<file path="src/rtl/pipe_hazard_ctrl_if.sv">
// Hazard-controller bundle: hazard sources from the pipeline, per-stage
// stall/flush strobes and status back to it.
interface pipe_hazard_ctrl_if;
    logic [4:0]  id_rs1_addr;
    logic [4:0]  id_rs2_addr;
    logic        ex_memread;
    logic [4:0]  ex_rd_addr;
    logic        ex_mul;
    logic        ex_redirect;
    logic        icache_stall;
    logic        dcache_stall;
    logic        pc_stall;
    logic        ifid_stall;
    logic        ifid_flush;
    logic        idex_stall;
    logic        idex_flush;
    logic        exmem_stall;
    logic        exmem_flush;
    logic        memwb_stall;
    logic        mul_busy;
    logic        mul_done;
    logic [31:0] stall_cycles;

    modport master (
        output id_rs1_addr, id_rs2_addr, ex_memread, ex_rd_addr, ex_mul,
               ex_redirect, icache_stall, dcache_stall,
        input  pc_stall, ifid_stall, ifid_flush, idex_stall, idex_flush,
               exmem_stall, exmem_flush, memwb_stall, mul_busy, mul_done,
               stall_cycles
    );

    modport slave (
        input  id_rs1_addr, id_rs2_addr, ex_memread, ex_rd_addr, ex_mul,
               ex_redirect, icache_stall, dcache_stall,
        output pc_stall, ifid_stall, ifid_flush, idex_stall, idex_flush,
               exmem_stall, exmem_flush, memwb_stall, mul_busy, mul_done,
               stall_cycles
    );
endinterface

</file>
<file path="src/rtl/pipe_hazard_ctrl.sv">
// Pipeline hazard controller: prioritised per-stage stall/flush strobes,
// multi-cycle multiply sequencing and a saturating stall-cycle counter.
module pipe_hazard_ctrl #(
    parameter int unsigned MUL_LAT = 4,
    parameter int unsigned CNT_W   = 4
) (
    input logic               clk,
    input logic               rst_n,
    pipe_hazard_ctrl_if.slave hz
);
    typedef enum logic {RUN, MUL} state_t;

    state_t           state;
    logic [CNT_W-1:0] cnt;
    logic [31:0]      stall_q;

    logic load_use;
    logic pc_stall, ifid_stall, ifid_flush, idex_stall, idex_flush;
    logic exmem_stall, exmem_flush, memwb_stall, mul_done;

    assign load_use = hz.ex_memread && (hz.ex_rd_addr != 5'd0) &&
                      ((hz.ex_rd_addr == hz.id_rs1_addr) ||
                       (hz.ex_rd_addr == hz.id_rs2_addr));

    always_comb begin
        pc_stall    = 1'b0;
        ifid_stall  = 1'b0;
        ifid_flush  = 1'b0;
        idex_stall  = 1'b0;
        idex_flush  = 1'b0;
        exmem_stall = 1'b0;
        exmem_flush = 1'b0;
        memwb_stall = 1'b0;
        mul_done    = 1'b0;
        if (!rst_n) begin
            ifid_flush  = 1'b1;
            idex_flush  = 1'b1;
            exmem_flush = 1'b1;
        end else if (hz.dcache_stall) begin
            pc_stall    = 1'b1;
            ifid_stall  = 1'b1;
            idex_stall  = 1'b1;
            exmem_stall = 1'b1;
            memwb_stall = 1'b1;
        end else if ((state == MUL && cnt > CNT_W'(1)) ||
                     (state == RUN && hz.ex_mul)) begin
            pc_stall    = 1'b1;
            ifid_stall  = 1'b1;
            idex_stall  = 1'b1;
            exmem_flush = 1'b1;
        end else begin
            // Final multiply cycle releases EX, so lower-priority hazards still apply.
            mul_done = (state == MUL) && (cnt == CNT_W'(1));
            if (hz.ex_redirect) begin
                ifid_flush = 1'b1;
                idex_flush = 1'b1;
            end else if (load_use || hz.icache_stall) begin
                pc_stall   = 1'b1;
                ifid_stall = 1'b1;
                idex_flush = 1'b1;
            end
        end
    end

    always_ff @(posedge clk) begin
        if (!rst_n) begin
            state   <= RUN;
            cnt     <= '0;
            stall_q <= '0;
        end else begin
            if (pc_stall && stall_q != '1)
                stall_q <= stall_q + 32'd1;
            if (!hz.dcache_stall) begin
                case (state)
                    RUN: if (hz.ex_mul) begin
                        state <= MUL;
                        cnt   <= CNT_W'(MUL_LAT - 1);
                    end
                    MUL: if (cnt > CNT_W'(1)) begin
                        cnt <= cnt - CNT_W'(1);
                    end else begin
                        state <= RUN;
                        cnt   <= '0;
                    end
                    default: begin
                        state <= RUN;
                        cnt   <= '0;
                    end
                endcase
            end
        end
    end

    always_ff @(posedge clk) begin
        if (rst_n) begin
            assert (!(ifid_stall && ifid_flush));
            assert (!(idex_stall && idex_flush));
            assert (!(exmem_stall && exmem_flush));
            assert (state != RUN || cnt == '0);
        end
    end

    assign hz.pc_stall     = pc_stall;
    assign hz.ifid_stall   = ifid_stall;
    assign hz.ifid_flush   = ifid_flush;
    assign hz.idex_stall   = idex_stall;
    assign hz.idex_flush   = idex_flush;
    assign hz.exmem_stall  = exmem_stall;
    assign hz.exmem_flush  = exmem_flush;
    assign hz.memwb_stall  = memwb_stall;
    assign hz.mul_busy     = rst_n && (state == MUL);
    assign hz.mul_done     = mul_done;
    assign hz.stall_cycles = stall_q;
endmodule

</file>
<file path="src/flat_wrapper.sv">
// flat-port wrapper written by rule: the top's interface ports become plain ports
module pipe_hazard_ctrl_flat 
#(
    parameter int unsigned MUL_LAT = 4,
    parameter int unsigned CNT_W   = 4
)
  (clk, rst_n, hz_id_rs1_addr, hz_id_rs2_addr, hz_ex_memread, hz_ex_rd_addr, hz_ex_mul, hz_ex_redirect, hz_icache_stall, hz_dcache_stall, hz_pc_stall, hz_ifid_stall, hz_ifid_flush, hz_idex_stall, hz_idex_flush, hz_exmem_stall, hz_exmem_flush, hz_memwb_stall, hz_mul_busy, hz_mul_done, hz_stall_cycles);
  pipe_hazard_ctrl_if hz_i ();
  input logic clk;
  input logic rst_n;
  input wire logic [$bits(hz_i.id_rs1_addr)-1:0] hz_id_rs1_addr;
  input wire logic [$bits(hz_i.id_rs2_addr)-1:0] hz_id_rs2_addr;
  input wire logic [$bits(hz_i.ex_memread)-1:0] hz_ex_memread;
  input wire logic [$bits(hz_i.ex_rd_addr)-1:0] hz_ex_rd_addr;
  input wire logic [$bits(hz_i.ex_mul)-1:0] hz_ex_mul;
  input wire logic [$bits(hz_i.ex_redirect)-1:0] hz_ex_redirect;
  input wire logic [$bits(hz_i.icache_stall)-1:0] hz_icache_stall;
  input wire logic [$bits(hz_i.dcache_stall)-1:0] hz_dcache_stall;
  output wire logic [$bits(hz_i.pc_stall)-1:0] hz_pc_stall;
  output wire logic [$bits(hz_i.ifid_stall)-1:0] hz_ifid_stall;
  output wire logic [$bits(hz_i.ifid_flush)-1:0] hz_ifid_flush;
  output wire logic [$bits(hz_i.idex_stall)-1:0] hz_idex_stall;
  output wire logic [$bits(hz_i.idex_flush)-1:0] hz_idex_flush;
  output wire logic [$bits(hz_i.exmem_stall)-1:0] hz_exmem_stall;
  output wire logic [$bits(hz_i.exmem_flush)-1:0] hz_exmem_flush;
  output wire logic [$bits(hz_i.memwb_stall)-1:0] hz_memwb_stall;
  output wire logic [$bits(hz_i.mul_busy)-1:0] hz_mul_busy;
  output wire logic [$bits(hz_i.mul_done)-1:0] hz_mul_done;
  output wire logic [$bits(hz_i.stall_cycles)-1:0] hz_stall_cycles;
  assign hz_i.id_rs1_addr = hz_id_rs1_addr;
  assign hz_i.id_rs2_addr = hz_id_rs2_addr;
  assign hz_i.ex_memread = hz_ex_memread;
  assign hz_i.ex_rd_addr = hz_ex_rd_addr;
  assign hz_i.ex_mul = hz_ex_mul;
  assign hz_i.ex_redirect = hz_ex_redirect;
  assign hz_i.icache_stall = hz_icache_stall;
  assign hz_i.dcache_stall = hz_dcache_stall;
  assign hz_pc_stall = hz_i.pc_stall;
  assign hz_ifid_stall = hz_i.ifid_stall;
  assign hz_ifid_flush = hz_i.ifid_flush;
  assign hz_idex_stall = hz_i.idex_stall;
  assign hz_idex_flush = hz_i.idex_flush;
  assign hz_exmem_stall = hz_i.exmem_stall;
  assign hz_exmem_flush = hz_i.exmem_flush;
  assign hz_memwb_stall = hz_i.memwb_stall;
  assign hz_mul_busy = hz_i.mul_busy;
  assign hz_mul_done = hz_i.mul_done;
  assign hz_stall_cycles = hz_i.stall_cycles;
  pipe_hazard_ctrl #(.MUL_LAT(MUL_LAT), .CNT_W(CNT_W)) u_core (.clk(clk), .rst_n(rst_n), .hz(hz_i));
endmodule
</file>
<file path="config.mk">
export PLATFORM = sky130hd
export DESIGN_NAME = pipe_hazard_ctrl_flat
export DESIGN_NICKNAME = d
export VERILOG_FILES = /design/src/rtl/pipe_hazard_ctrl_if.sv /design/src/rtl/pipe_hazard_ctrl.sv /design/src/flat_wrapper.sv
export SDC_FILE = /design/constraint.sdc
export NUM_CORES = 1
export LEC_CHECK = 0
export ABC_CLOCK_PERIOD_IN_PS = 2800
export CAP_MARGIN = 0
export CORE_ASPECT_RATIO = 1.75
export CORE_MARGIN = 8
export CORE_UTILIZATION = 30
export CTS_BUF_LIST = sky130_fd_sc_hd__clkbuf_16
export CTS_CLUSTER_SIZE = 28
export DETAILED_ROUTE_END_ITERATION = 8
export SYNTH_ARGS = -nofsm -noshare
export SYNTH_HDL_FRONTEND = slang
export SYNTH_SLANG_ARGS = --single-unit
</file>
<file path="constraint.sdc">
create_clock -name clk -period 2.8 [get_ports clk]
set_input_delay 0.28 -clock clk [delete_from_list [all_inputs] [get_ports clk]]
set_output_delay 0.28 -clock clk [all_outputs]
set_load 0.01 [all_outputs]
</file>
==> impl_metrics.json <==
{
  "status": "finished clean",
  "utilization_pct": 44.0,
  "cts_tree": "built",
  "row_count": 41,
  "relSlewSlack_pct": 72.3,
  "syn_to_final_growth_pct": 42.2,
  "vias": 2352,
  "layout_worst_path_cycle_share_pct": 94.5,
  "ff2ff_setup_slack_ns": 0.34,
  "drc": 0,
  "setup.worst_path.end": "hz_exmem_flush",
  "critPathLaunchType": "flip-flop",
  "irDropWorstVdd_mv": 0.278,
  "cts.path.max_buffers": 2,
  "num-nets-final": 368,
  "post_drt_wl_per_cell_um": 16.0,
  "seq_area_frac_synth_pct": 33.1,
  "finalClockSkew_ns": 0.00631,
  "grt_usage_pct": 13.9,
  "die_area_mm2": 0.0106,
  "grt_pass1_wl_um": 11600,
  "crit_start": "u_core.cnt[0]$_SDFFE_PN0P_",
  "regArea_um2": 741,
  "start_util_pct": 31.0,
  "synth_fp_nets": 305,
  "die_x_um": 81.3,
  "core-area_mm2": 0.00723,
  "fin_tns_setup_ns": 0,
  "postSynthAreaPerCell_um2": 8.00,
  "antenna_left": 0,
  "synthCells": 280,
  "hold_viol": 0,
  "multiInputGateArea_mm2": 0.00142,
  "drive_gt1_share_pct": 6.98,
  "power_leakage_nw": 1.10,
  "cts.sinks": 37,
  "reg2reg_depth": 9,
  "max_clock_freq_ghz": 0.378,
  "htreeDepth": 2,
  "place_area_mm2": 0.00300,
  "io_buffers": 63,
  "drtPass1Iterations": 4,
  "fin_area_mm2": 0.00319,
  "cts-root-buf": "clkbuf_16",
  "finalSetupViolCount": 0,
  "clkLatencyLatePin_ns": 0.29,
  "synth-edff-count": 0,
  "power_density_mw_per_mm2": 429,
  "path_clk_slew_ns": 0.06,
  "viasPerCell": 5.47,
  "maxCapViolCount": 0,
  "hold_buffers": 0,
  "grt_max_degree": 48,
  "gp_congestion": 0.775,
  "grt_pass1_vias": 2412,
  "syn_area_mm2": 0.00224,
  "die_y_um": 130,
  "fin_crit_ns": 2.65,
  "grt_antenna_before_repair": 0,
  "final_common_cell": "clkdlybuf4s50_1",
  "n_fill_cell": 728,
  "synth_ff_type": "dfxtp_1",
  "rsz0062_at_grt": "false",
  "critPathCaptureType": "output port",
  "synth_seq_cells": 37,
  "antenna_cells": 0,
  "routed_wl_um": 6870,
  "cts_buffers": 5,
  "grt_overflow": 0,
  "reg2reg_to": "u_core.hz.stall_cycles[7]$_SDFFE_PN0P_",
  "arrival_ns": 2.37,
  "dp_hpwl_um": 5170,
  "crit_required_ns": 2.52,
  "layout_common_cells": "59 x clkdlybuf4s50_1, 37 x dfxtp_1, 33 x nand2_1",
  "worstMarginPinSlew_ns": 0.415,
  "r2r-start": "u_core.cnt[0]$_SDFFE_PN0P_",
  "drtIter0Drc": 128,
  "async_reset_ff_share_pct": 0,
  "cp_max_fo": 4,
  "ys_warn_count": 0,
  "drv_slew": 0,
  "worstSetupPathType": "flip-flop to output port",
  "pin_count": 64,
  "hold_path.class": "flip-flop to flip-flop",
  "ys_types": 44
}
critical path, cell delays in order (launching register included):
cell and delay (ns):
dfxtp_1 0.38, inv_1 0.07, ha_1 0.22, or2_2 0.35, a31oi_4 0.21, buf_4 0.14
inv_1 0.03, o21ai_0 0.12, clkdlybuf4s50_1 0.56
metrics by stage:
step,cells,setup WS [ns],hold WS (ns),total power [W]
2_1_floorplan,280,0.592,0.433,0.000647
3_3_place_gp,422,0.183,0.476,0.000740
3_5_place_dp,422,0.178,0.488,0.000743
4_1_cts,430,0.0170,0.497,0.00138
5_1_grt,430,0.0134,0.516,0.00142
6_report,430,0.154,0.493,0.00137
power by group:
part / switching [W] / total [W] / internal, W / leakage [nW]
logic: 0.0000930 / 0.000184 / 0.0000914 / 0.721
registers: 0.0000120 / 0.000548 / 0.000536 / 0.299
clock network: 0.000222 / 0.000635 / 0.000414 / 0.0826
total: 0.000327 / 0.00137 / 0.00104 / 1.10
layer usage:
metal / part of all wire (%) / up-vias / wire length, um / GRT usage (%)
met4: 2.1 / 0 / 146 / 6.88
met5: 0 / - / 0 / 0
met3: 6.7 / 10 / 460 / 4.34
li1: - / 1176 / - / -
met2: 53 / 62 / 3670 / 24.3
met1: 38 / 1104 / 2590 / 14.2
flip-flops by register name, summed over array words and instances (netlist names):
signal / flops
u_core.cnt: 4
u_core.hz.stall_cycles: 32
u_core.state: 1
repair_timing:
item / 4_1_cts / 5_1_grt
resized for setup: 2 / 5
buffers inserted: 0 / 0
setup endpoints to repair: 2 / 5
how the worst min path moves through the flow:
| stage | start | endpoint | slack [ns] | cells past startpoint |
|---|---|---|---|---|
| floorplan | rst_n | u_core.hz.stall_cycles[13]$_SDFFE_PN0P_ | 0.43 | 2 |
| global placement | u_core.hz.stall_cycles[30]$_SDFFE_PN0P_ | u_core.hz.stall_cycles[30]$_SDFFE_PN0P_ | 0.48 | 2 |
| detailed placement | u_core.hz.stall_cycles[17]$_SDFFE_PN0P_ | u_core.hz.stall_cycles[17]$_SDFFE_PN0P_ | 0.49 | 2 |
| CTS | u_core.hz.stall_cycles[27]$_SDFFE_PN0P_ | u_core.hz.stall_cycles[27]$_SDFFE_PN0P_ | 0.50 | 2 |
| global route | u_core.hz.stall_cycles[27]$_SDFFE_PN0P_ | u_core.hz.stall_cycles[27]$_SDFFE_PN0P_ | 0.52 | 2 |
| finish | u_core.hz.stall_cycles[27]$_SDFFE_PN0P_ | u_core.hz.stall_cycles[27]$_SDFFE_PN0P_ | 0.49 | 2 |
synthesized netlist by cell type (9+ instances only):
| library cell | instances | area (um2) |
|---|---|---|
| dfxtp_1 | 37 | 741 |
| nand2_1 | 33 | 124 |
| or4_1 | 18 | 135 |
| a21oi_1 | 17 | 85.1 |
| o31ai_1 | 17 | 128 |
| nor2_1 | 13 | 48.8 |
| clkbuf_1 | 11 | 41.3 |
| mux2i_1 | 11 | 110 |
| nand2b_1 | 10 | 62.6 |
| nand3_1 | 10 | 50.1 |
| xor2_1 | 10 | 87.6 |
| nand4_1 | 9 | 56.3 |
| o21ai_0 | 9 | 45.0 |
logic make-up (layout without fill, tap and decap cells):
group / count (synthesis) / after routing / synth area share [%]
XOR/XNOR: 10 / 10 / 3.91
multiplexers: 11 / 11 / 4.91
buffers and inverters: 23 / 87 / 4.47
adder cells (fa/ha/maj): 3 / 3 / 1.68
AO/OA/AOI/OAI: 57 / 57 / 16.5
flip-flops: 37 / 37 / 33.1
AND/OR/NAND/NOR: 139 / 139 / 35.5
layout make-up:
cell class / instances / share of cell area (%)
multi-input cells: 220 / 44.7
flip-flops and latches: 37 / 23.3
repair buffers: 74 / 23.0
clock buffers: 5 / 3.93
well taps: 86 / 3.38
clock inverters: 3 / 1.18
inverters: 5 / 0.589
Power figures use the tool's default switching activity.
